File: src/rtl/fifo_pkg.sv
// Shared types and helpers for the single-clock parametrised FIFO.
package fifo_pkg;

    localparam int FIFO_DATA_WIDTH_DEFAULT = 8;

    typedef enum logic {
        STD  = 1'b0,
        FWFT = 1'b1
    } fifo_mode_e;

    // Pointer width: address bits plus one wrap bit.
    function automatic int ptr_width(input int depth);
        return $clog2(depth) + 1;
    endfunction

endpackage

File: src/rtl/fifo_dpram.sv
// Simple dual-port RAM: synchronous write, asynchronous read.
module fifo_dpram
    import fifo_pkg::*;
#(
    parameter int DATA_W = FIFO_DATA_WIDTH_DEFAULT,
    parameter int DEPTH  = 16
)(
    input  logic                     clk,
    input  logic                     wr_en,
    input  logic [$clog2(DEPTH)-1:0] wr_addr,
    input  logic [DATA_W-1:0]        wr_data,
    input  logic [$clog2(DEPTH)-1:0] rd_addr,
    output logic [DATA_W-1:0]        rd_data
);

    logic [DATA_W-1:0] mem [DEPTH];

    always_ff @(posedge clk) begin
        if (wr_en) begin
            mem[wr_addr] <= wr_data;
        end
    end

    assign rd_data = mem[rd_addr];

endmodule

File: src/rtl/sync_fifo_param.sv
// Single-clock FIFO with occupancy count, almost flags, optional FWFT read and sticky errors.
module sync_fifo_param
    import fifo_pkg::*;
#(
    parameter int FIFO_DATA_WIDTH = FIFO_DATA_WIDTH_DEFAULT,
    parameter int FIFO_DEPTH      = 16,
    parameter int AFULL_THRESH    = 12,
    parameter int AEMPTY_THRESH   = 4,
    parameter int FWFT            = 0
)(
    input  logic                          clk,
    input  logic                          rst_n,
    input  logic                          winc,
    input  logic [FIFO_DATA_WIDTH-1:0]    wdata,
    output logic                          wfull,
    output logic                          walmost_full,
    input  logic                          rinc,
    output logic [FIFO_DATA_WIDTH-1:0]    rdata,
    output logic                          rempty,
    output logic                          ralmost_empty,
    output logic [$clog2(FIFO_DEPTH):0]   count,
    output logic                          overflow,
    output logic                          underflow,
    input  logic                          clr_err
);

    localparam int ADDR_W = $clog2(FIFO_DEPTH);
    localparam int PTR_W  = ptr_width(FIFO_DEPTH);
    localparam fifo_mode_e MODE = fifo_mode_e'(FWFT != 0);

    logic [PTR_W-1:0] wptr_reg, wptr_next;
    logic [PTR_W-1:0] rptr_reg, rptr_next;
    logic [PTR_W-1:0] count_reg, count_next;
    logic wfull_reg, wfull_next;
    logic walmost_full_reg, walmost_full_next;
    logic rempty_reg, rempty_next;
    logic ralmost_empty_reg, ralmost_empty_next;
    logic overflow_reg, overflow_next;
    logic underflow_reg, underflow_next;
    logic wr_ok, rd_ok;
    logic [FIFO_DATA_WIDTH-1:0] ram_q;

    // Accept decisions use only the flags registered before this edge.
    assign wr_ok = winc & ~wfull_reg;
    assign rd_ok = rinc & ~rempty_reg;

    always_comb begin
        wptr_next  = wptr_reg + PTR_W'(wr_ok);
        rptr_next  = rptr_reg + PTR_W'(rd_ok);
        count_next = count_reg + PTR_W'(wr_ok) - PTR_W'(rd_ok);
        wfull_next = (wptr_next[ADDR_W-1:0] == rptr_next[ADDR_W-1:0]) &&
                     (wptr_next[ADDR_W] != rptr_next[ADDR_W]);
        rempty_next        = (wptr_next == rptr_next);
        walmost_full_next  = (count_next >= PTR_W'(AFULL_THRESH));
        ralmost_empty_next = (count_next <= PTR_W'(AEMPTY_THRESH));
        // A new error in the same cycle as clr_err wins.
        overflow_next  = (winc & wfull_reg)  | (overflow_reg  & ~clr_err);
        underflow_next = (rinc & rempty_reg) | (underflow_reg & ~clr_err);
    end

    always_ff @(posedge clk) begin
        if (!rst_n) begin
            wptr_reg          <= '0;
            rptr_reg          <= '0;
            count_reg         <= '0;
            wfull_reg         <= 1'b0;
            walmost_full_reg  <= 1'b0;
            rempty_reg        <= 1'b1;
            ralmost_empty_reg <= 1'b1;
            overflow_reg      <= 1'b0;
            underflow_reg     <= 1'b0;
        end else begin
            wptr_reg          <= wptr_next;
            rptr_reg          <= rptr_next;
            count_reg         <= count_next;
            wfull_reg         <= wfull_next;
            walmost_full_reg  <= walmost_full_next;
            rempty_reg        <= rempty_next;
            ralmost_empty_reg <= ralmost_empty_next;
            overflow_reg      <= overflow_next;
            underflow_reg     <= underflow_next;
        end
    end

    fifo_dpram #(
        .DATA_W (FIFO_DATA_WIDTH),
        .DEPTH  (FIFO_DEPTH)
    ) u_ram (
        .clk     (clk),
        .wr_en   (wr_ok),
        .wr_addr (wptr_reg[ADDR_W-1:0]),
        .wr_data (wdata),
        .rd_addr (rptr_reg[ADDR_W-1:0]),
        .rd_data (ram_q)
    );

    generate
        if (MODE == fifo_pkg::FWFT) begin : g_fwft
            // Head of queue falls through; forced to zero while empty so reset reads 0.
            assign rdata = rempty_reg ? '0 : ram_q;
        end else begin : g_std
            logic [FIFO_DATA_WIDTH-1:0] rdata_reg;
            always_ff @(posedge clk) begin
                if (!rst_n) begin
                    rdata_reg <= '0;
                end else if (rd_ok) begin
                    rdata_reg <= ram_q;
                end
            end
            assign rdata = rdata_reg;
        end
    endgenerate

    assign wfull         = wfull_reg;
    assign walmost_full  = walmost_full_reg;
    assign rempty        = rempty_reg;
    assign ralmost_empty = ralmost_empty_reg;
    assign count         = count_reg;
    assign overflow      = overflow_reg;
    assign underflow     = underflow_reg;

endmodule

File: config.mk
export PLATFORM = sky130hd
export DESIGN_NAME = sync_fifo_param
export DESIGN_NICKNAME = d
export VERILOG_FILES = /design/src/rtl/fifo_pkg.sv /design/src/rtl/fifo_dpram.sv /design/src/rtl/sync_fifo_param.sv
export SDC_FILE = /design/constraint.sdc
export NUM_CORES = 1
export LEC_CHECK = 0
export BUFFER_PORTS_ARGS = -buffer_cell sky130_fd_sc_hd__buf_4
export CORE_ASPECT_RATIO = 1.4
export CORE_MARGIN = 8
export CORE_UTILIZATION = 35
export CTS_CLUSTER_SIZE = 24
export DETAILED_ROUTE_END_ITERATION = 16
export PLACE_DENSITY = 0.5
export SYNTH_ARGS = -nofsm -noshare
export SYNTH_HDL_FRONTEND = slang
export SYNTH_SLANG_ARGS = --single-unit
export TNS_END_PERCENT = 100
File: constraint.sdc
create_clock -name clk -period 3 [get_ports clk]
set_clock_uncertainty 0.15 [all_clocks]
set_input_delay 0.6 -clock clk [delete_from_list [all_inputs] [get_ports clk]]
set_output_delay 0.6 -clock clk [all_outputs]
set_load 0.01 [all_outputs]
Word-level counts from Yosys, hierarchy flattened
Memory sizes are Yosys's and may differ from the RTL's. A register that Yosys moved wholly into a read port is not among the register bits.
Index checks and enable logic that the tools add are counted.
- $add $sub $neg: 4
- magnitude comparators: 2
- equal/unequal tests: 3
- multiplexer cells: 2
- bitwise gates (word level): 11
- reductions and logical operators: 2
- operator list (kind ; count):
    $add A5 B1 Y5 ; 3
    $and A1 B1 Y1 ; 6
    $eq A5 B5 Y1 ; 1
    $ge A5 B4 Y1 const B ; 1
    $le A5 B3 Y1 const B ; 1
    $sub A5 B1 Y5 ; 1
    $eq A4 B4 Y1 ; 1
    $not A1 Y1 ; 3
    $mux W1 ; 2
    $or A1 B1 Y1 ; 2
    $logic_and A1 B1 Y1 ; 1
    $logic_not A1 Y1 ; 1
    $ne A1 B1 Y1 ; 1
- register bits after elaboration: 21
- bits in writable memories: 128
- output and inout port bits: 19
- word-level logic and storage cells: 34
- memories: 1
- memory list (memory ; words ; width ; rd ports ; clocked after memory_dff ; write ports ; RTL line ; text):
    u_ram.mem ; 16 ; 8 ; 1 ; 1 ; 1 ; fifo_dpram.sv:16 ; logic [DATA_W-1:0] mem [DEPTH];

Logic depth before layout (Yosys ltp)
Gate-level depths: netlist of run 1.
- word-level depth: 5
- gate-level depth with buffers: 11

Hierarchy
Synthesis of run 1 repeated with hierarchy kept, for this count alone.
- cells, all modules: 356
- area total of the unflattened synthesis: 6279.8 sq um
- by module, submodules not included (module ; instances ; cells an instance ; area an instance (sq um)):
    fifo_dpram ; 1 ; 221 ; 4987.3
    sync_fifo_param ; 1 ; 135 ; 1292.5

Worst setup path before layout of run 1
Ideal clock, no wire load.
- kind: input to register
- start: in rinc
- end: reg walmost_full_reg (netlist: walmost_full)
- library setup time: 0.117 ns
- data arrival time: 2.542 ns
- data required time: 2.733 ns
- setup slack: 0.191 ns
- stages: 11
- buffers on the path: 2
- path through: nor2b_1 -> clkbuf_1 -> clkbuf_1 -> xnor2_1 -> ha_1 -> inv_1 -> fa_1 -> nor2b_1 -> o21a_1 -> o21ai_0 -> a32o_1
- longest elaborated chain between the ends: 3
- RTL lines (item ; RTL line ; text):
    start: declaration ; sync_fifo_param.sv:17 ; input logic rinc,
    $and A1 B1 Y1 ; sync_fifo_param.sv:45 ; assign rd_ok = rinc & ~rempty_reg;
    $sub A5 B1 Y5 ; sync_fifo_param.sv:50 ; count_next = count_reg + PTR_W'(wr_ok) - PTR_W'(rd_ok);
    $ge A5 B4 Y1 ; sync_fifo_param.sv:54 ; walmost_full_next = (count_next >= PTR_W'(AFULL_THRESH));
    end signal: assignment ; sync_fifo_param.sv:77 ; walmost_full_reg <= walmost_full_next;
    end: declaration ; sync_fifo_param.sv:35 ; logic walmost_full_reg, walmost_full_next;
Every way passes these cells.
A chain may end at the register's enable or synchronous reset.

Final worst setup path of run 1
- start: reg wfull_reg (netlist: wfull)
- end: reg walmost_full_reg (netlist: walmost_full)
- longest elaborated chain between the ends: 5
- RTL lines (item ; RTL line ; text):
    start: declaration ; sync_fifo_param.sv:34 ; logic wfull_reg, wfull_next;
    start signal: assignment ; sync_fifo_param.sv:76 ; wfull_reg <= wfull_next;
    $not A1 Y1 ; sync_fifo_param.sv:44 ; assign wr_ok = winc & ~wfull_reg;
    $and A1 B1 Y1 ; sync_fifo_param.sv:44 ;
    $add A5 B1 Y5 ; sync_fifo_param.sv:50 ;
    $sub A5 B1 Y5 ; sync_fifo_param.sv:50 ;
    $ge A5 B4 Y1 ; sync_fifo_param.sv:54 ;
Every way passes these cells.

==> impl_results.md, run 1 <==
* Crit start category: register
* Cell Area, Synth at 6270 um2
* Finish-stage setup viols at 0
* Clk pin slew, worst setup/hold paths at 70 ps
* Required @ worst endpoint at between 3000 and 4000 ps
* Worst vdd ir at 0.000347 V
* Final Power at 0.00530 W
* Register area at 4430 um2
* Syn Area/Cell at 17.8 um2
* First-pass GRT wire length at approximately 20000 um
* Number of global-route vias before repair at 3433
* Die Ht at 174 um
* EDFF count, synth at 128
* Multi-input logic area at roughly 1700 um2
* Initial DRC count at 254
* # port buffers at 31
* Slew HR at 51.9%
* Maximum clock frequency at roughly 420 MHz
* Post-synthesis sequential area ratio at 70.5%
* DIE WIDTH at 129 um
* Final slew viol count at 0
* Worst R2R Setup Slack at 650 ps
* Root buf cell: clkbuf_16
* Max FFs per register at around 130
* Worst R2R Path Depth at 9
* Worst reg2reg path startpoint: wfull
* Post-route ant nets at 0
* Skew-Pair Late Insertion Delay at 420 ps
* Worst hold path type: in2reg
* Critical setup path kind: reg2reg
* Fin crit period at 2350 ps
* Cell area power density at approximately 710 nW/um2
* Final Cycle Share at 78.5%
* Synth Flop Type: edfxtp_1
* Post-synth cell types at 42
* RSZ-0062 raised after global routing: false
* Std cell rows at 58
* Maximum buffer depth of the clock tree at 2
* Setup TNS Final at 0 ps
* Crit Path Max Fanout at 5
* Fin nets at 426
* Worst setup EP type: register
* # clock sinks at 157
* Synthesized flop and latch total at between 150 and 200
* H-tree lvl count at 4
* Via density per instance at slightly below 5
* Reg2Reg Capture Point: walmost_full
* Critical path startpoint: wfull
* CP Data Arrival Time at 2510 ps
* CTS tree: yes
* Clock group share of total power at 38.2%
* Sum of routed wire length over all layers at ~13000 um
* GRT Util Overall at 11.9%
* Congestion Overflow GR at 0
* Post-CTS setup buffers at 0
* Detailed-route DRC error count at 0
* Final Hold Vio Count at 0
* Num CTS Buffers at 17
* Critical Path End: walmost_full
* Die Outline Area at 22500 um2
* Ant diodes at 0
* Net Switching at 0.00126 W
* Ports at 32
* Net count after synthesis at 373
* Sw Share at a little under a quarter
* CTS Hold Bufs at 0
* Synthesized instance count at 352
* Initial antenna violation count at 0
* Status: finished clean
* TritonRoute pass-1 iters at 4
* Starting Density at 35.3%
* Internal power at 0.00403 W
* Hpwl dp at 8760 um
* Tightest Pin Transition at between 700 and 800 ps
* Vias post-DR at roughly 3.2k
* Layout filler cell count at 1638
* Static Leak at between 2 and 3 nW
* # resized after CTS at 0
* WL/cell at about 19 um
* Sequential Power Share at 47.3%
* Synth-to-Final Area Change at 18.2%
* Dpl cells at 626
* Asr flop ratio synth at 0%
* Post-Layout Cell Count at between 600 and 700
* Layout cells sized above 1 at approximately a quarter
* Synth warnings at 0
* Maxcap violations at 0
* Comb power frac at 14.5%
* Largest net degree at the start of global routing at 29
* GP Congestion at 0.757
* Floorplan Core Area at 17800 um2
* Final hold slack at between 200 and 300 ps
## Yosys cell counts, drive strengths merged, types with 2 or more instances
cell | instances | area (um2)
edfxtp | 128 | 3840
xor2 | 9 | 78.8
mux4 | 32 | 773
o21ai | 10 | 50.1
clkbuf | 7 | 27.5
nor3 | 5 | 25.0
a21o | 9 | 67.6
xnor2 | 6 | 52.6
nor2 | 23 | 86.3
a22oi | 18 | 135
nand3 | 5 | 25.0
buf | 10 | 78.8
nor2b | 4 | 25.0
inv | 9 | 33.8
nand2b | 3 | 18.8
ha | 7 | 87.6
a21oi | 2 | 10.0
or3 | 2 | 17.5
dfxtp | 29 | 581
nand2 | 12 | 45.0
and2 | 9 | 56.3
## per-layer routing
| layer | up-vias | wire, um | track usage, % |
|---|---|---|---|
| li1 | 1489 | - | - |
| met4 | 0 | 193 | 5.01 |
| met2 | 65 | 6610 | 20.2 |
| met5 | - | 0 | 0 |
| met3 | 19 | 520 | 3.40 |
| met1 | 1635 | 5360 | 13.7 |
## final cells by class
| cell class | count | share of cell area [%] |
|---|---|---|
| repair buffers | 51 | 5.33 |
| clock buffers | 18 | 5.79 |
| clock inverters | 12 | 1.67 |
| inverters | 10 | 0.506 |
| well taps | 240 | 4.05 |
| flip-flops and latches | 157 | 59.7 |
| multi-input cells | 168 | 23.0 |
## worst max-delay path: stages, from the launching register on
cell and delay [ps]:
dfxtp_1 330, nand2b_1 220, xnor2_1 200, ha_1 190
inv_1 50, fa_1 400, nor2b_1 170, o21a_1 140
o21ai_0 100, a32o_1 270
## cell families (layout without fill, tap and decap cells)
family                   after synthesis  after routing  synth area share, %
XOR/XNOR                              17             17                 2.83
multiplexers                          32             32                 12.3
AO/OA/AOI/OAI                         44             44                 4.93
flip-flops                           157            157                 70.5
AND/OR/NAND/NOR                       67             67                 5.37
buffers and inverters                 27             91                 2.29
adder cells (fa/ha/maj)                8              8                 1.72
## worst min path at each step
stage,slack (ps),cells past startpoint,endpoint,from
after floorplan,320,2,rdata[0],rdata[0]
after global placement,300,2,rdata[3],rdata[3]
after detailed placement,300,2,rdata[5],rdata[5]
after CTS,280,3,underflow,rinc
after global routing,290,3,underflow,rinc
final,300,3,underflow,rinc
## through the flow
stage          worst slack (ps)  cell area [um2]  utilization [%]
2_1_floorplan               191             6270                -
3_3_place_gp                411             6860             38.6
3_5_place_dp                351             6860             38.6
4_1_cts                     615             7420             41.7
5_1_grt                     419             7420             41.7
6_report                    646             7420             41.7
## power by group through the flow
stage	Sequential [W]	Clock [W]	Combinational (W)
after floorplan	0.00256	0	0.000521
after global placement	0.00255	0	0.000772
after detailed placement	0.00255	0	0.000783
after CTS	0.00251	0.00208	0.000784
after global routing	0.00252	0.00217	0.000851
final	0.00250	0.00202	0.000770
## cell usage in the layout, fill, tap and decap left out, drive strengths merged, types with 3 or more instances in the layout
cell	netlist	final
nand3	5	5
buf	10	51
nand2b	3	3
nand2	12	12
a21o	9	9
dfxtp	29	29
clkinvlp	0	4
o21ai	10	10
and2	9	9
nor3	5	5
xor2	9	9
mux4	32	32
clkinv	1	6
clkbuf	7	18
nor2	23	23
nor2b	4	4
ha	7	7
xnor2	6	6
inv	9	10
a22oi	18	18
edfxtp	128	128
Power figures use the tool's default switching activity.
==> run 2, diff against run 1 <==
clock period = 2.4 ns   (was 3 ns; I/O delays follow)
==> run 2 against run 1 <==
Net effect: sequential cell count unchanged; routed wire length increased by 0.26%; fmax grew 5.9%; die area stayed put; core utilization is 0.90 points higher; non-clock buffer count rose by 10; worst setup slack worse by 470 ps; hold slack got worse by 130 ps; clock-buffer cell count decreased by 1; combinational power rose by 31%; critical path type unchanged; critical endpoint is now ralmost_empty; highest routed layer unchanged.
==> impl_results.md, run 2 (synthesis gave the netlist of run 1 again) <==
* GRT Util Overall at about an eighth
* Critical setup path kind: reg2reg
* Floorplan Core Area at 17800 um2
* Ports at 32
* Placed Area at around 7000 um2
* Layout cells sized above 1 at 28.0%
* Most frequent cells in the layout: edfxtp_1, buf_4, dfxtp_1, nor2_1
* H-tree lvl count at 4
* Slew HR at 76.8%
* Num CTS Buffers at 17
* Most common cell after layout, fill and taps aside: edfxtp_1
* Std cell rows at 58
* RSZ-0062 raised after global routing: false
* Ant diodes at 0
* Post-Layout Cell Count at between 600 and 700
* Maximum clock frequency at 450 MHz
* CP Data Arrival Time at 2390 ps
* Maxcap violations at 0
* First-pass GRT wire length at 19900 um
* Hpwl dp at between 8000 and 9000 um
* Final instance area at 7580 um2
* Initial antenna violation count at 0
* Required @ worst endpoint at 2570 ps
* Final hold slack at 166 ps
* DIE WIDTH at 129 um
* Post-layout util at 42.6%
* WL/cell at 19.0 um
* Tightest Pin Transition at 349 ps
* Worst hold path type: in2reg
* Static Leak at 2.63 nW
* Post-route ant nets at 0
* Number of global-route vias before repair at 3463
* Starting Density at approximately a third
* Die Outline Area at about 23000 um2
* Congestion Overflow GR at 0
* Status: finished clean
* Detailed-route DRC error count at 0
* Final Hold Vio Count at 0
* Vias post-DR at 3210
* TritonRoute pass-1 iters at 4
* Sum of routed wire length over all layers at around 13000 um
* # clock sinks at 157
* Die Ht at 174 um
* CTS Hold Bufs at 0
* GP Congestion at between 0.7 and 0.8
* Synth-to-Final Area Change at 20.8%
* Crit start category: register
* Largest net degree at the start of global routing at 27
* Skew-Pair Late Insertion Delay at 430 ps
* Clk pin slew, worst setup/hold paths at about 60 ps
* Crit Path Max Fanout at 3
* Maximum buffer depth of the clock tree at 2
* CTS tree: yes
* Final Cycle Share at 92.6%
* Max FFs per register at 128
* Finish-stage setup viols at 0
* Final slew viol count at 0
* Dpl cells at between 600 and 700
* # port buffers at 31
* Fin nets at 436
* Initial DRC count at slightly below 200
* Post-CTS setup buffers at 0
* Root buf cell: clkbuf_16
* Final Power at a little under 0.007 W
* Fin crit period at 2220 ps
* Cell area power density at 896 nW/um2
* Worst vdd ir at between 0.0004 and 0.0005 V
* Via density per instance at 4.81
* Worst setup EP type: register
-- run 2: worst paths after layout --
check,start,cells after the start,endpoint,slack (ps)
setup / recovery,rempty,9,ralmost_empty,180
hold / removal,rinc,3,underflow,170
setup reg to reg,rempty,9,ralmost_empty,180
hold reg to reg,rdata[2],2,rdata[2],300
-- run 2: worst max-delay path, stage by stage, from the launching register on --
cell and delay [ps]:
dfxtp_1 330, nor2b_2 210, xnor2_2 130, ha_2 190
inv_1 50, fa_2 350, nor2b_2 150, o21a_1 160
nor3_1 60, o41ai_1 340
-- run 2: per-stage QoR --
stage,setup slack (ps),TNS [ps]
floorplan,-30.9,-30.9
global placement,-111,-318
detailed placement,-159,-518
CTS,84.2,0
global route,35.0,0
finish,178,0
-- run 2: cell type report --
type                            instances  area [um2]
Timing Repair Buffer                   61         495
Inverter                               10        37.5
Tap cell                              240         300
Multi-Input combinational cell        168        1730
Fill cell                            1617       10200
Sequential cell                       157        4430
Clock inverter                         15         163
Clock buffer                           17         425
-- run 2: where the power goes --
group          switching [W]  internal [W]  leakage [nW]
Sequential         0.0000741       0.00305          1.39
Clock                0.00111       0.00154         0.276
Combinational       0.000497      0.000515         0.957
Total                0.00168       0.00511          2.63
-- run 2: what timing repair did --
item	CTS	global route
hold endpoints to repair	0	0
setup endpoints to repair	0	4
resized for setup	0	4
-- run 2: routing by layer --
layer  up-vias  part of all wire, %  GRT usage [%]
li1       1511                    -              -
met1      1625                   41           13.7
met2        57                   53           20.7
met3        17                  4.0           3.50
met4         0                  1.8           5.31
met5         -                    0              0
